<file path="config.mk">
export PLATFORM = sky130hd
export DESIGN_NAME = uart_tx_serializer
export DESIGN_NICKNAME = d
export VERILOG_FILES = /design/src/rtl/uart_tx_serializer.sv
export SDC_FILE = /design/constraint.sdc
export NUM_CORES = 1
export LEC_CHECK = 0
export CORE_AREA = 2 2 41 58
export CTS_CLUSTER_DIAMETER = 150
export DETAILED_ROUTE_END_ITERATION = 6
export DIE_AREA = 0 0 43 60
export PLACE_DENSITY = 0.82
export RECOVER_POWER = 100
export SLEW_MARGIN = 20
export SYNTH_ARGS = -nofsm -noshare
export SYNTH_HDL_FRONTEND = slang
export SYNTH_SLANG_ARGS = --single-unit
</file>
<file path="constraint.sdc">
create_clock -name clock -period 2.1 [get_ports clock]
set_input_delay 0.315 -clock clock [delete_from_list [all_inputs] [get_ports clock]]
set_output_delay 0.315 -clock clock [all_outputs]
set_load 0.005 [all_outputs]
</file>
<file path="src/rtl/uart_tx_serializer.sv">
// UART transmit serializer: turns one parallel word per request into an
// asynchronous frame (start, data LSB first, optional parity, stop bits),
// pacing every bit from rising edges of the baud generator's square wave.
module uart_tx_serializer #(
   parameter int DATA_BITS  = 8,
   parameter int PARITY_EN  = 1,
   parameter int PARITY_ODD = 0,
   parameter int STOP_BITS  = 1
) (
   input  logic                 clock,
   input  logic                 rst,
   input  logic                 baud_in,
   input  logic                 tx_start,
   input  logic [DATA_BITS-1:0] tx_data,
   output logic                 tx,
   output logic                 busy,
   output logic                 done
);

   typedef enum logic [2:0] {
      S_IDLE,
      S_ALIGN,
      S_START,
      S_DATA,
      S_PARITY,
      S_STOP
   } state_t;

   localparam logic [3:0] LAST_DATA = 4'(DATA_BITS - 1);
   localparam logic [3:0] LAST_STOP = 4'(STOP_BITS - 1);
   localparam logic       PAR_ODD   = (PARITY_ODD != 0);
   localparam logic       PAR_ON    = (PARITY_EN != 0);

   state_t               state, state_nxt;
   logic                 baud_q;
   logic                 tick;
   logic [DATA_BITS-1:0] shift_reg, shift_nxt;
   logic [3:0]           cnt, cnt_nxt;
   logic                 par, par_nxt;
   logic                 tx_nxt, busy_nxt, done_nxt;

   // One-cycle pulse on each rising edge of the baud square wave.
   assign tick = baud_in & ~baud_q;

   // Delay the baud wave by one clock for edge detection.
   always_ff @(posedge clock or negedge rst) begin
      if (!rst) baud_q <= 1'b0;
      else      baud_q <= baud_in;
   end

   // State, datapath and registered line outputs.
   always_ff @(posedge clock or negedge rst) begin
      if (!rst) begin
         state     <= S_IDLE;
         shift_reg <= '0;
         cnt       <= '0;
         par       <= 1'b0;
         tx        <= 1'b1;
         busy      <= 1'b0;
         done      <= 1'b0;
      end else begin
         state     <= state_nxt;
         shift_reg <= shift_nxt;
         cnt       <= cnt_nxt;
         par       <= par_nxt;
         tx        <= tx_nxt;
         busy      <= busy_nxt;
         done      <= done_nxt;
      end
   end

   // Next-state, datapath update and the line level for the state being entered.
   always_comb begin
      state_nxt = state;
      shift_nxt = shift_reg;
      cnt_nxt   = cnt;
      par_nxt   = par;
      done_nxt  = 1'b0;

      case (state)
         S_IDLE: begin
            // A tick coinciding with acceptance is dropped: ALIGN waits for the next one,
            // so the start bit always spans a full baud period.
            if (tx_start) begin
               shift_nxt = tx_data;
               cnt_nxt   = '0;
               par_nxt   = 1'b0;
               state_nxt = S_ALIGN;
            end
         end
         S_ALIGN: begin
            if (tick) state_nxt = S_START;
         end
         S_START: begin
            if (tick) state_nxt = S_DATA;
         end
         S_DATA: begin
            if (tick) begin
               par_nxt   = par ^ shift_reg[0];
               shift_nxt = shift_reg >> 1;
               if (cnt == LAST_DATA) begin
                  cnt_nxt   = '0;
                  state_nxt = PAR_ON ? S_PARITY : S_STOP;
               end else begin
                  cnt_nxt = cnt + 4'd1;
               end
            end
         end
         S_PARITY: begin
            if (tick) begin
               cnt_nxt   = '0;
               state_nxt = S_STOP;
            end
         end
         S_STOP: begin
            if (tick) begin
               if (cnt == LAST_STOP) begin
                  cnt_nxt   = '0;
                  state_nxt = S_IDLE;
                  done_nxt  = 1'b1;
               end else begin
                  cnt_nxt = cnt + 4'd1;
               end
            end
         end
         default: state_nxt = S_IDLE;
      endcase

      case (state_nxt)
         S_START:  tx_nxt = 1'b0;
         S_DATA:   tx_nxt = shift_nxt[0];
         S_PARITY: tx_nxt = par_nxt ^ PAR_ODD;
         default:  tx_nxt = 1'b1;
      endcase

      busy_nxt = (state_nxt != S_IDLE);
   end

endmodule

</file>
---- Word-level counts from Yosys, hierarchy flattened ----
Index checks and enable logic that the tools add are counted.
operators by class
  add/subtract/negate cells ............... 1
  equal/unequal tests ..................... 13
  multiplexer cells ....................... 26
  bitwise logic cells ..................... 3
  reduce and logical (&&, ||, !) cells .... 7
operator list
  operator               count
  $mux W3                8
  $mux W4                6
  $pmux W3 S6            1
  $mux W8                2
  $pmux W4 S4            1
  $pmux W8 S2            1
  $eq A3 B2 Y1 const B   4
  $eq A3 B3 Y1 const B   3
  $ne A2 B2 Y1 const B   4
  $mux W1                5
  $reduce_and A5 Y1      1
  $add A4 B1 Y4 const B  1
  $eq A4 B3 Y1 const B   1
  $logic_not A4 Y1       1
  $reduce_bool A4 Y1     1
  $eq A3 B1 Y1 const B   1
  $logic_not A3 Y1       1
  $pmux W1 S3            1
  $reduce_and A3 Y1      1
  $reduce_bool A3 Y1     1
  $pmux W1 S2            1
  $reduce_bool A2 Y1     1
  $and A1 B1 Y1          1
  $not A1 Y1             1
  $xor A1 B1 Y1          1
storage, ports and cells
  flip-flop bits (word level) ............. 20
  input bits .............................. 12
  output and inout port bits .............. 3
  word-level logic and storage cells ...... 59

---- Logic depth before layout (Yosys ltp) ----
Gate-level depths: netlist of run 1.
  depth in word-level cells ............... 6
  depth in mapped cells ................... 7
  depth with buffers taken out ............ 7

---- Worst setup path before layout of run 1 ----
Ideal clock, no wire load.
  path type ............................... flip-flop to flip-flop
  start ................................... reg cnt[0]
  end ..................................... reg busy
  setup time .............................. 131 ps
  arrival ................................. 1479 ps
  required time ........................... 1969 ps
  setup slack ............................. 490 ps
  stages on the path, launching flop included .. 7
  path buffers ............................ 0
  period minus slack after synthesis ...... 1610 ps
  path through ............................ dfrtp_1 > inv_1 > ha_1 > nor4b_1 > a211oi_2 > a2bb2oi_1 > or3_1
on the way
  longest elaborated chain between the ends .. 5
  elaborated cells on any way between the ends .. 8
  classes of those cells .................. eq/ne: 1; mux: 5; reduce/logical: 2
RTL lines
  element                                                  line      source
  start: declaration                                       38        logic [3:0] cnt, cnt_nxt;
  start signal: assignment                                 64        cnt <= cnt_nxt;
  $eq A4 B3 Y1 / $logic_not A4 Y1 (equally long branches)  101, 117
  $mux W3 (on tied branches)                               101, 117
  $mux W3 (on tied branches)                               98, 116
  $pmux W3 S6 *                                            80        case (state)
  via state_nxt[0]                                         34        state_t state, state_nxt;
  $reduce_bool A3 Y1 *                                     136       busy_nxt = (state_nxt != S_IDLE);
  via busy_nxt                                             40        logic tx_nxt, busy_nxt, done_nxt;
  end signal: assignment                                   67        busy <= busy_nxt;
  end: declaration                                         16        output logic busy,
Mark *: on every way through the listed nets, which the timed path passes. The rest lies on a longest branch.
A chain may end at the register's enable or synchronous reset.

---- Worst setup path in the final report of run 1 ----
  start ................................... reg cnt[0]
  end ..................................... reg tx
on the way
  longest elaborated chain between the ends .. 6
  elaborated cells on any way between the ends .. 11
  classes of those cells .................. eq/ne: 4; mux: 6; reduce/logical: 1
RTL lines
  element                                                  line      source
  $eq A4 B3 Y1 / $logic_not A4 Y1 (equally long branches)  101, 117
  $mux W3 (on tied branches)                               101, 117
  $mux W3 (on tied branches)                               98, 116
  $pmux W3 S6 *                                            80
  via state_nxt[0]                                         34
  $eq A3 B3 Y1 / $eq A3 B2 Y1 (equally long branches)      129       case (state_nxt)
  $pmux W1 S3 *                                            129
  via tx_nxt                                               40
  end signal: assignment                                   66        tx <= tx_nxt;
  end: declaration                                         15        output logic tx,
Marks and branches as above.

==> results.py, run 1 <==
metrics = {
    "outcome": {
        "status": "completed",
    },
    "min_path": {
        "hold_depth": 2,
        "hp-start": "shift_reg[5]",
        "min_to": "shift_reg[5]",
        "hp-class": "flop to flop",
    },
    "clocking": {
        "clockBufferDepth": 2,
        "cts-resized-gates": 0,
        "numCtsBuffers": 3,
        "root_buffer": "clkbuf_4",
        "cts-hold-fix-buffers": 0,
        "clkTransAtPathRegs_ns": 0.11,
        "h-tree-depth": 1,
        "postCtsSetupBuffers": 0,
        "clkSinkCount": 20,
        "tritoncts": "yes",
        "insertion_delay_ns": 0.30,
    },
    "timing": {
        "max_freq_mhz": 538,
        "finalHoldViolations": 0,
        "max_slew_margin": 0.303,
        "period_share": 0.885,
        "drv_slew": 0,
        "tns_ns": 0,
        "finClkSkew_ns": 0.00451,
        "rsz0062_at_grt": "false",
        "whs_ns": 0.515,
        "setup_viol": 0,
        "setup_ws_ns": 0.241,
        "worst_pin_slew_ns": 1.04,
        "fin_crit_ns": 1.86,
    },
    "floorplanning": {
        "coreArea_mm2": 0.00210,
        "row_count": 20,
        "die_w_um": 43,
        "die_y_um": 60,
        "die_area_mm2": 0.00258,
        "start_util": 0.482,
        "ioPinCount": 15,
    },
    "grt": {
        "grt_pass1_wl_mm": 3.40,
        "grt_max_degree": 21,
        "grt_pass1_vias": 822,
        "met2_usage": 0.331,
        "top_usage_layer": "met2",
        "antenna_found_initial": 0,
        "gr-total-overflow": 0,
        "track_usage": 0.171,
        "met3_usage": 0.0181,
        "grtUsageMet1": 0.191,
    },
    "worst_setup_path": {
        "critPathLaunchType": "flop",
        "cp-end-kind": "flop",
        "arrival_ns": 2.08,
        "crit_fanout": 4,
        "reg2regPathDepth": 7,
        "crit_type": "flop to flop",
        "rr_endpoint": "tx",
        "r2r_slack_ns": 0.24,
        "r2r_start": "cnt[0]",
        "cp.required_ns": 2.33,
    },
    "placement": {
        "dpl_cell_area_mm2": 0.00120,
        "place_hpwl_mm": 1.51,
        "gp_congestion": 0.754,
        "dp_cells": 131,
        "pre_cts_ws_ns": 0.108,
        "numPortBuffers": 14,
    },
    "synth": {
        "synth_cells": 94,
        "ys_seq_area_frac": 0.495,
        "syn_area_per_cell_um2": 10.8,
        "ys_async_sr_fraction": 1.00,
        "synthesis.area_mm2": 0.00101,
        "synth_edf_count": 0,
        "synth-main-ff-cell": "dfrtp_1",
        "synth_cell_type_count": 37,
        "syn_nets": 108,
        "synthesis.yosys.warnings": 0,
        "yosys_register_bits": 20,
    },
    "cells_and_area": {
        "n_fill_cell": 199,
        "area_delta_synth_final_pct": 22.3,
        "largest_register_ffs": 8,
        "multi_input_area_um2": 458,
        "diodes": 0,
        "post-route-util": 0.590,
        "seqCellArea_um2": 502,
        "fin_nets": 128,
        "final_cells": 135,
        "drive_above_1_share": 0.115,
        "finalInstanceArea_mm2": 0.00124,
    },
    "pwr": {
        "ir_drop_mv": 0.564,
        "power_density_mw_per_mm2": 1150,
        "p_leak_nw": 0.584,
        "clock_power_share": 0.218,
        "power.total_mw": 1.43,
        "swShare": 0.345,
        "seq_power_share": 0.439,
        "combPwrFrac": 0.343,
        "p_int_mw": 0.935,
        "p_sw_mw": 0.493,
    },
    "detailed_routing": {
        "drt_iter0_drc": 56,
        "ant_nets": 0,
        "drc": 0,
        "num_vias": 813,
        "drt_pre_antenna_iters": 5,
        "wirelength_mm": 2.04,
        "vias_per_cell": 6.02,
        "avgRoutedWirePerCell_um": 15.1,
    },
    "flow_run": {
        "cap_violations": 0,
    },
}
## cell usage in the layout (no fill, tap or decap), types with 4 or more instances in the layout
cell type	instances
nor2_1	6
clkdlybuf4s50_1	9
dlygate4sd3_1	5
inv_1	9
dfrtp_1	19
o21ai_0	4
a22o_1	4
clkbuf_4	4
a222oi_1	6
## critical path, cell delays in order (launching register included)
cell and delay, ns:
dfrtp_1 0.39, inv_1 0.08, ha_1 0.23, nor4b_1 0.16, a211oi_2 0.25, a2bb2oi_1 0.38
nor3b_1 0.10, o21ai_0 0.19
## worst max path at each step
stage / from / endpoint / depth (start not counted) / slack, ns
final: cnt[0] / tx / 7 / 0.24
after global routing: state[1] / tx / 6 / 0.09
after CTS: cnt[0] / busy / 6 / 0.28
after detailed placement: baud_in / shift_reg[6] / 6 / 0.11
after global placement: baud_in / shift_reg[4] / 6 / 0.13
after floorplan: cnt[0] / busy / 6 / 0.49
## synthesized netlist by cell type, types with 2 or more instances
| cell type | number | share of area |
|---|---|---|
| a21oi_1 | 3 | 0.015 |
| nor3b_1 | 2 | 0.015 |
| o21ai_0 | 3 | 0.015 |
| nor4b_1 | 3 | 0.026 |
| nand2_1 | 3 | 0.011 |
| a21o_1 | 2 | 0.015 |
| inv_1 | 9 | 0.033 |
| buf_2 | 3 | 0.015 |
| o21bai_1 | 2 | 0.015 |
| a222oi_1 | 6 | 0.059 |
| nand2b_1 | 3 | 0.019 |
| nor2b_1 | 3 | 0.019 |
| dfrtp_1 | 19 | 0.47 |
| a22o_1 | 4 | 0.035 |
| nor2_1 | 6 | 0.022 |
| ha_1 | 2 | 0.025 |
## cell type report
class	instances	share of cell area
multi-input combinational	61	0.369
timing repair buffer	19	0.134
clock inverter	1	0.0242
sequential	20	0.405
tap	22	0.0222
clock buffer	3	0.0182
inverter	9	0.0272
## cell families after synthesis
kind of cell	Yosys count	share of synthesized area
AND/OR/NAND/NOR	29	0.173
adder cells (fa/ha/maj)	2	0.0247
flip-flops	20	0.495
AO/OA/AOI/OAI	29	0.237
multiplexers	1	0.0111
buffers and inverters	13	0.0593
## power by group through the flow
stage / clock [mW] / combinational, mW / sequential, mW
detailed placement: 0 / 0.501 / 0.629
finish: 0.311 / 0.491 / 0.627
global placement: 0 / 0.473 / 0.621
global route: 0.331 / 0.555 / 0.644
floorplan: 0 / 0.395 / 0.583
CTS: 0.321 / 0.505 / 0.625
## layer usage
layer,part of all wire,wire length [um]
met1,0.40,809
met2,0.56,1150
met3,0.030,62
met4,0.0093,19
met5,0,0
No activity file was read; power rests on OpenSTA's default activity.
==> run 2, diff against run 1 <==
- CORE_AREA: 2 2 41 58 -> 2 2 43 60
- DIE_AREA: 0 0 43 60 -> 0 0 45 62
- PLACE_DENSITY: 0.82 -> 0.8
- clock period: 2.1 -> 1.6 ns (I/O delays scaled with it)
==> results.py, run 2 (synthesis gave the netlist of run 1 again) <==
metrics = {
    "timing": {
        "period_share": 1.04,
        "max_freq_mhz": 599,
        "tns_ns": -0.254,
        "drv_slew": 0,
        "setup_ws_ns": -0.0686,
        "worst_pin_slew_ns": 1.08,
        "finClkSkew_ns": 0.00523,
        "fin_crit_ns": 1.67,
        "max_slew_margin": 0.282,
        "finalHoldViolations": 0,
        "setup_viol": 5,
        "rsz0062_at_grt": "true",
    },
    "cells_and_area": {
        "post-route-util": 0.631,
        "fin_nets": 145,
        "final_cells": 153,
        "drive_above_1_share": 0.354,
        "area_delta_synth_final_pct": 44.1,
        "diodes": 0,
        "mostFrequentLayoutCells": "buf_4, dfrtp_1, clkdlybuf4s50_1, inv_1, a222oi_1",
        "finalInstanceArea_mm2": 0.00146,
        "largest_register_ffs": 8,
        "final_common_cell": "buf_4",
    },
    "grt": {
        "antenna_found_initial": 0,
        "track_usage": 0.191,
        "grt_pass1_wl_mm": 3.80,
        "grt_max_degree": 21,
        "grt_pass1_vias": 891,
        "gr-total-overflow": 0,
    },
    "placement": {
        "place_hpwl_mm": 1.71,
        "pre_cts_ws_ns": -0.338,
        "dpl_cell_area_mm2": 0.00132,
        "gp_congestion": 0.814,
        "numPortBuffers": 14,
        "dp_cells": 145,
    },
    "worst_setup_path": {
        "cp_slowest_cell": "dfrtp_1",
        "crit_fanout": 3,
        "cp.required_ns": 1.85,
        "cp-end-kind": "flop",
        "crit_buf_inv": 0,
        "crit_type": "flop to flop",
        "arrival_ns": 1.91,
        "critPathLaunchType": "flop",
        "cpLargestDelayFamily": "simple AND/OR/NAND/NOR gates",
        "worst_path_largest_cell_delay_ns": 0.42,
        "cp_cell_sequence": "ha_2 > and4b_1 > a211oi_2 > nand2_1 > nor2_2 > mux2_2",
    },
    "pwr": {
        "ir_drop_mv": 0.926,
        "p_leak_nw": 0.696,
        "power_density_mw_per_mm2": 1550,
    },
    "clocking": {
        "root_buffer": "clkbuf_4",
        "clockBufferDepth": 2,
        "tritoncts": "yes",
        "cts-hold-fix-buffers": 0,
        "clkTransAtPathRegs_ns": 0.11,
        "h-tree-depth": 1,
        "insertion_delay_ns": 0.30,
        "clkSinkCount": 20,
        "numCtsBuffers": 3,
    },
    "detailed_routing": {
        "num_vias": 900,
        "vias_per_cell": 5.88,
        "drt_pre_antenna_iters": 6,
        "wirelength_mm": 2.50,
        "drt_iter0_drc": 41,
        "avgRoutedWirePerCell_um": 16.3,
        "drc": 0,
        "ant_nets": 0,
    },
    "floorplanning": {
        "row_count": 21,
        "start_util": 0.438,
        "die_y_um": 62,
        "die_area_mm2": 0.00279,
        "ioPinCount": 15,
        "die_w_um": 45,
        "coreArea_mm2": 0.00231,
    },
    "flow_run": {
        "cap_violations": 0,
    },
    "min_path": {
        "hp-class": "input port to flop",
    },
    "outcome": {
        "violations": "setup timing",
        "status": "finished, violations left",
    },
}
-- run 2: changes by cell type in the layout (fill, tap and decap cells not counted), sizes merged --
| cell | change |
|---|---|
| buf | +20 |
| clkdlybuf4s50 | +3 |
| dlygate4sd3 | -3 |
| clkbuf | -3 |
-- run 2: per-layer routing --
layer	track usage	share of wire
met4	0.113	0.024
met2	0.343	0.55
met3	0.0289	0.042
met1	0.208	0.39
met5	0	0
-- run 2: final timing paths --
check                      cells after the start  slack (ns)    startpoint            to
setup / recovery                               6       -0.07        cnt[1]        cnt[0]
hold / removal                                 1        0.43       baud_in        baud_q
setup reg to reg                               6       -0.07        cnt[1]        cnt[0]
hold reg to reg                                2        0.51  shift_reg[2]  shift_reg[1]
max in group asynchronous                      2        0.25           rst      state[2]
min in group asynchronous                      2        0.64           rst          done
-- run 2: cell type report --
class | count | area, um2
Sequential cell | 20 | 505
Tap cell | 23 | 28.8
Clock buffer | 3 | 22.5
Timing Repair Buffer | 36 | 318
Fill cell | 177 | 852
Multi-Input combinational cell | 61 | 522
Inverter | 9 | 33.8
Clock inverter | 1 | 30.0
-- run 2: timing repair --
action                     4_1_cts  5_1_grt
pin swaps                        1       12
setup endpoints to repair       10       12
setup buffers                    0        4
gates resized for setup          9       12
-- run 2: power by group --
| part | internal (mW) | leakage [nW] | switching, mW | total [mW] |
|---|---|---|---|---|
| sequential | 0.665 | 0.249 | 0.159 | 0.824 |
| clock | 0.253 | 0.0279 | 0.160 | 0.413 |
| combinational | 0.548 | 0.419 | 0.480 | 1.03 |
| total | 1.47 | 0.696 | 0.799 | 2.27 |
-- run 2: worst reg2reg max path: cells and delay by family, from the launching register on --
family / cells / cell delay [ns]
muxes: 1 / 0.17
AOI/OAI and AO/OA: 1 / 0.30
adders and majority gates: 1 / 0.22
DFF: 1 / 0.42
and+or+nand+nor: 3 / 0.51
-- run 2: per-stage QoR --
step	hold WS [ns]	total power, mW
global placement	0.474	1.60
CTS	0.261	2.12
detailed placement	0.487	1.65
finish	0.429	2.27
floorplan	-0.0556	1.29
global route	0.438	2.40
